===== src/rtl/mem_access_stage.sv =====
// mem_access_stage: MEM pipeline stage with req/ack data-memory port, upstream stall and MEM/WB register
module mem_access_stage #(
    parameter int TIMEOUT = 16,
    parameter int CNT_W   = 5
) (
    input  logic        clk,
    input  logic        rst,
    input  logic [1:0]  wb_i,
    input  logic        mem_read_i,
    input  logic        mem_write_i,
    input  logic [31:0] addr_i,
    input  logic [31:0] wdata_i,
    input  logic [4:0]  rd_i,
    output logic        dmem_req_o,
    output logic        dmem_we_o,
    output logic [31:0] dmem_addr_o,
    output logic [31:0] dmem_wdata_o,
    input  logic        dmem_ack_i,
    input  logic [31:0] dmem_rdata_i,
    output logic        stall_o,
    output logic [1:0]  wb_o,
    output logic [31:0] rdata_o,
    output logic [31:0] alu_o,
    output logic [4:0]  rd_o,
    output logic        err_o
);
    typedef enum logic {IDLE = 1'b0, WAIT = 1'b1} state_t;
    localparam logic [CNT_W-1:0] LAST = CNT_W'(TIMEOUT == 0 ? 0 : TIMEOUT - 1);
    state_t state_q, state_d;
    logic [CNT_W-1:0] cnt_q, cnt_d;
    logic req_q, req_d, we_q, we_d, err_q, err_d;
    logic [31:0] addr_q, addr_d, wdata_q, wdata_d, rdata_q, rdata_d, alu_q, alu_d;
    logic [1:0] ctx_wb_q, ctx_wb_d, wb_q, wb_d;
    logic [4:0] ctx_rd_q, ctx_rd_d, rd_q, rd_d;
    logic idle, access, misaligned, issue, pass, done, expire;
    assign idle       = state_q == IDLE;
    assign access     = mem_read_i | mem_write_i;
    assign misaligned = access & (addr_i[1:0] != 2'b00);
    assign issue      = idle & access & ~misaligned;
    assign pass       = idle & ~access;
    assign done       = ~idle & dmem_ack_i;
    assign expire     = ~idle & ~dmem_ack_i & (TIMEOUT != 0) & (cnt_q == LAST);
    assign stall_o      = ~rst & (issue | (~idle & ~dmem_ack_i & ~expire));
    assign dmem_req_o   = req_q;
    assign dmem_we_o    = we_q;
    assign dmem_addr_o  = addr_q;
    assign dmem_wdata_o = wdata_q;
    assign wb_o         = wb_q;
    assign rdata_o      = rdata_q;
    assign alu_o        = alu_q;
    assign rd_o         = rd_q;
    assign err_o        = err_q;
    // state and datapath registers, cleared asynchronously so a pending request drops at once
    always_ff @(posedge clk or posedge rst) begin
        if (rst) begin
            state_q  <= IDLE;
            cnt_q    <= '0;
            req_q    <= 1'b0;
            we_q     <= 1'b0;
            addr_q   <= 32'd0;
            wdata_q  <= 32'd0;
            ctx_wb_q <= 2'd0;
            ctx_rd_q <= 5'd0;
            wb_q     <= 2'd0;
            rd_q     <= 5'd0;
            alu_q    <= 32'd0;
            rdata_q  <= 32'd0;
            err_q    <= 1'b0;
        end else begin
            state_q  <= state_d;
            cnt_q    <= cnt_d;
            req_q    <= req_d;
            we_q     <= we_d;
            addr_q   <= addr_d;
            wdata_q  <= wdata_d;
            ctx_wb_q <= ctx_wb_d;
            ctx_rd_q <= ctx_rd_d;
            wb_q     <= wb_d;
            rd_q     <= rd_d;
            alu_q    <= alu_d;
            rdata_q  <= rdata_d;
            err_q    <= err_d;
        end
    end
    // next state: enter WAIT on an aligned access, leave on ack or timeout
    always_comb begin
        state_d = issue ? WAIT : (done | expire) ? IDLE : state_q;
    end
    // request port, captured context and MEM/WB contents; anything not passed or completed is a bubble
    always_comb begin
        cnt_d    = issue ? '0 : idle ? cnt_q : cnt_q + 1'b1;
        req_d    = issue | (~idle & ~done & ~expire);
        we_d     = issue ? mem_write_i : we_q;
        addr_d   = issue ? addr_i : addr_q;
        wdata_d  = issue ? wdata_i : wdata_q;
        ctx_wb_d = issue ? wb_i : ctx_wb_q;
        ctx_rd_d = issue ? rd_i : ctx_rd_q;
        wb_d     = pass ? wb_i : done ? ctx_wb_q : 2'd0;
        rd_d     = pass ? rd_i : done ? ctx_rd_q : 5'd0;
        alu_d    = pass ? addr_i : done ? addr_q : 32'd0;
        rdata_d  = (done & ~we_q) ? dmem_rdata_i : 32'd0;
        err_d    = (idle & misaligned) | expire;
    end
endmodule


===== config.mk =====
export PLATFORM = sky130hd
export DESIGN_NAME = mem_access_stage
export DESIGN_NICKNAME = d
export VERILOG_FILES = /design/src/rtl/mem_access_stage.sv
export SDC_FILE = /design/constraint.sdc
export NUM_CORES = 1
export LEC_CHECK = 0
export CAP_MARGIN = 20
export CORE_ASPECT_RATIO = 1.2
export CORE_MARGIN = 2
export CORE_UTILIZATION = 30
export CTS_CLUSTER_DIAMETER = 30
export DETAILED_ROUTE_END_ITERATION = 16
export SLEW_MARGIN = 20
export SYNTH_ARGS = -nofsm -noshare
export SYNTH_HDL_FRONTEND = slang
export SYNTH_SLANG_ARGS = --single-unit

===== constraint.sdc =====
create_clock -name clk -period 5.4 [get_ports clk]
set_input_delay 1.08 -clock clk [delete_from_list [all_inputs] [get_ports clk]]
set_output_delay 1.08 -clock clk [all_outputs]
set_load 0.005 [all_outputs]

==> flow_metrics.tcl <==
set metrics [dict create \
    initial_utilization_pct 30.4 \
    cts_tree "yes" \
    setup_violations 0 \
    postSynthAreaPerCell_sq_um 15.8 \
    finalClockSkew_ns 0.00893 \
    drt_iter0_drc 163 \
    cp_top_family "buffers and inverters" \
    min_path_cells 1 \
    wl_per_cell_um 16.6 \
    synth_cell_types 27 \
    synth_top_area_share_pct 68.9 \
    slew_headroom_pct 45.9 \
    drv_cap 0 \
    period_share_pct 71.4 \
    drive_above_1_share_pct 8.35 \
    nFillCells 1589 \
    die_h_um 152 \
    powerDensity_nw_per_um2 364 \
    r2r_start "state_q" \
    grt_pass1_vias 3985 \
    root_buffer "clkbuf_16" \
    synthTopCellsByCount "dfrtp_1, mux2_1, a22o_1, and2_1, mux2_2" \
    htreeDepth 4 \
    drc 0 \
    seq_area_frac_synth_pct 68.9 \
    start_kind "primary input" \
    portBuffers 246 \
    ys.flop_type "dfrtp_1" \
    finalHoldViolCount 0 \
    synth_edf_count 0 \
    nets 708 \
    rows 54 \
    status "finished clean" \
    ant_nets 0 \
    holdCritStartpoint "dmem_wdata_o[18]" \
    firstDrtPassIters 4 \
    gp_congestion 0.771 \
    grt_pass1_wl_um 21900 \
    ctsResizeCount 0 \
    viasPerCell 4.46 \
    slowest_delay_ns 0.52 \
    hold-path-endpoint "dmem_wdata_o[18]" \
    cp_max_fo 5 \
    worst_ep_arrival_time_ns 2.78 \
    fin_area_sq_um 8710 \
    die_w_um 127 \
    synthesis.area_sq_um 5490 \
    worstSkewPairLatency_ns 0.41 \
    clkTransAtPathRegs_ns 0.05 \
    timing.critical_path.buf_inv 2 \
    worstPathCellList "clkdlybuf4s50_1 -> nor3_4 -> o21ai_0 -> a21oi_1 -> clkdlybuf4s50_1" \
    yosys.area.top_type "dfrtp_1" \
    antenna_found_initial 0 \
    hold_path.class "register to register" \
    synthCells 348 \
    grt_usage_pct 14.7 \
    period_minus_slack_ns 3.86 \
    cts_buffers 17 \
    hold_buffers 0 \
    synth_top_cells_by_area "dfrtp_1, mux2_1, a22o_1, and2_1, mux2_2" \
    crit_required_ns 4.32 \
    place_area_sq_um 8120 \
    clock_sinks 151 \
    dieArea_sq_um 19400 \
    power.leakage_nw 3.78 \
    routed_wl_um 13900 \
    via_count 3726 \
    clock.fmax_mhz 259 \
    synth_seq_cells 151 \
    gr-total-overflow 0 \
    area_growth_pct 58.8 \
    syn-num-nets 458 \
    crit_type "primary input to primary output" \
    yosysMostFrequentCell "dfrtp_1" \
    ff2ff_path_depth 4 \
    cts_setup_buffers 0 \
    vdd_drop_max_mv 0.214 \
    synthArstFlopShare_pct 100 \
    end_kind "primary output" \
    tightest_slew_ns 0.812 \
    cts-root-to-sink-buffers 2 \
    hpwlAfterDp_um 9690 \
    diodes 0 \
    slowest_stage "clkdlybuf4s50_1" \
    slew_viol_final 0 \
    worstReg2RegEnd "dmem_addr_o[4]" \
    num_io_pins 247 \
    yosys_warnings 0 \
    finalPower_mw 3.17 \
    rsz0062_at_grt "no" \
    path_common_cell "clkdlybuf4s50_1" \
    core_region_area_sq_um 18000 \
    grt_max_degree 84 \
    tns_ns 0 \
    crit_cells 5 \
    rrSetupSlack_ns 3.19 \
]
-- per-layer routing --
layer / vias to the layer above / GRT usage [%] / routed length [um]
li1: 1720 / - / -
met1: 1867 / 16.9 / 5430
met2: 122 / 25.8 / 7460
met3: 17 / 4.65 / 825
met4: 0 / 4.66 / 182
met5: - / 0 / 0
-- per-stage QoR --
| step | utilization, % | hold WS [ns] | cells | worst slack (ns) |
|---|---|---|---|---|
| after floorplan | - | 0.459 | 348 | 0.255 |
| after global placement | 45.0 | 0.468 | 802 | 1.61 |
| after detailed placement | 45.0 | 0.475 | 802 | 1.55 |
| after CTS | 48.1 | 0.488 | 834 | 1.54 |
| after global routing | 48.3 | 0.498 | 835 | 1.41 |
| final | 48.3 | 0.485 | 835 | 1.54 |
-- worst max path at each step --
stage                     startpoint        to
after floorplan                  rst  alu_o[0]
after global placement     addr_i[0]   stall_o
after detailed placement   addr_i[0]   stall_o
after CTS                  addr_i[0]   stall_o
after global routing       addr_i[0]   stall_o
final                      addr_i[0]   stall_o
-- final cells by class --
type	count	area [sq um]	share of cell area (%)
clock inverters	7	68.8	0.790
inverters	2	12.5	0.144
repair buffers	251	2520	28.9
well taps	224	280	3.22
clock buffers	25	495	5.69
flip-flops and latches	151	3780	43.4
multi-input cells	175	1560	17.9
-- placed cells by master (no fill, tap or decap), types with 2 or more instances in the layout --
master / synthesis / layout
clkbuf_8: 0 / 4
nand2_1: 6 / 6
dfrtp_1: 151 / 151
clkdlybuf4s50_1: 0 / 246
clkinv_2: 0 / 3
mux2_1: 55 / 55
o21ai_0: 4 / 4
xor2_1: 2 / 2
a22o_1: 40 / 40
ha_1: 2 / 2
buf_4: 1 / 4
nand2b_1: 4 / 4
clkbuf_16: 0 / 17
clkinvlp_4: 0 / 2
mux2_2: 14 / 14
nor2_1: 3 / 3
and2_1: 35 / 35
clkbuf_1: 8 / 4
-- sequential cells by signal, indices dropped and copies added (netlist names) --
| register | cells |
|---|---|
| rdata_o | 32 |
| dmem_we_o | 1 |
| rd_o | 5 |
| cnt_q | 5 |
| ctx_rd_q | 5 |
| alu_o | 32 |
| state_q | 1 |
| dmem_addr_o | 32 |
| dmem_wdata_o | 32 |
| err_o | 1 |
| ctx_wb_q | 2 |
| dmem_req_o | 1 |
| wb_o | 2 |
-- where the power goes --
group          switching (mW)  internal (mW)  leakage [nW]
logic                   0.207          0.437          1.58
clock network           0.440          0.682         0.273
registers              0.0971           1.31          1.92
total                   0.744           2.43          3.78
-- worst reg2reg max path, cell delays in order (launching register included) --
cell	delay, ns
dfrtp_1	0.57
nor3_4	0.33
o21a_4	0.45
buf_16	0.30
mux2_2	0.44
-- cells by family after synthesis --
group | Yosys count | share of synthesized area, %
multiplexers | 69 | 14.2
adder cells (fa/ha/maj) | 2 | 0.456
flip-flops | 151 | 68.9
XOR/XNOR | 2 | 0.319
AND/OR/NAND/NOR | 54 | 5.95
buffers and inverters | 22 | 2.97
AO/OA/AOI/OAI | 48 | 7.25
No activity file was read; power rests on OpenSTA's default activity.
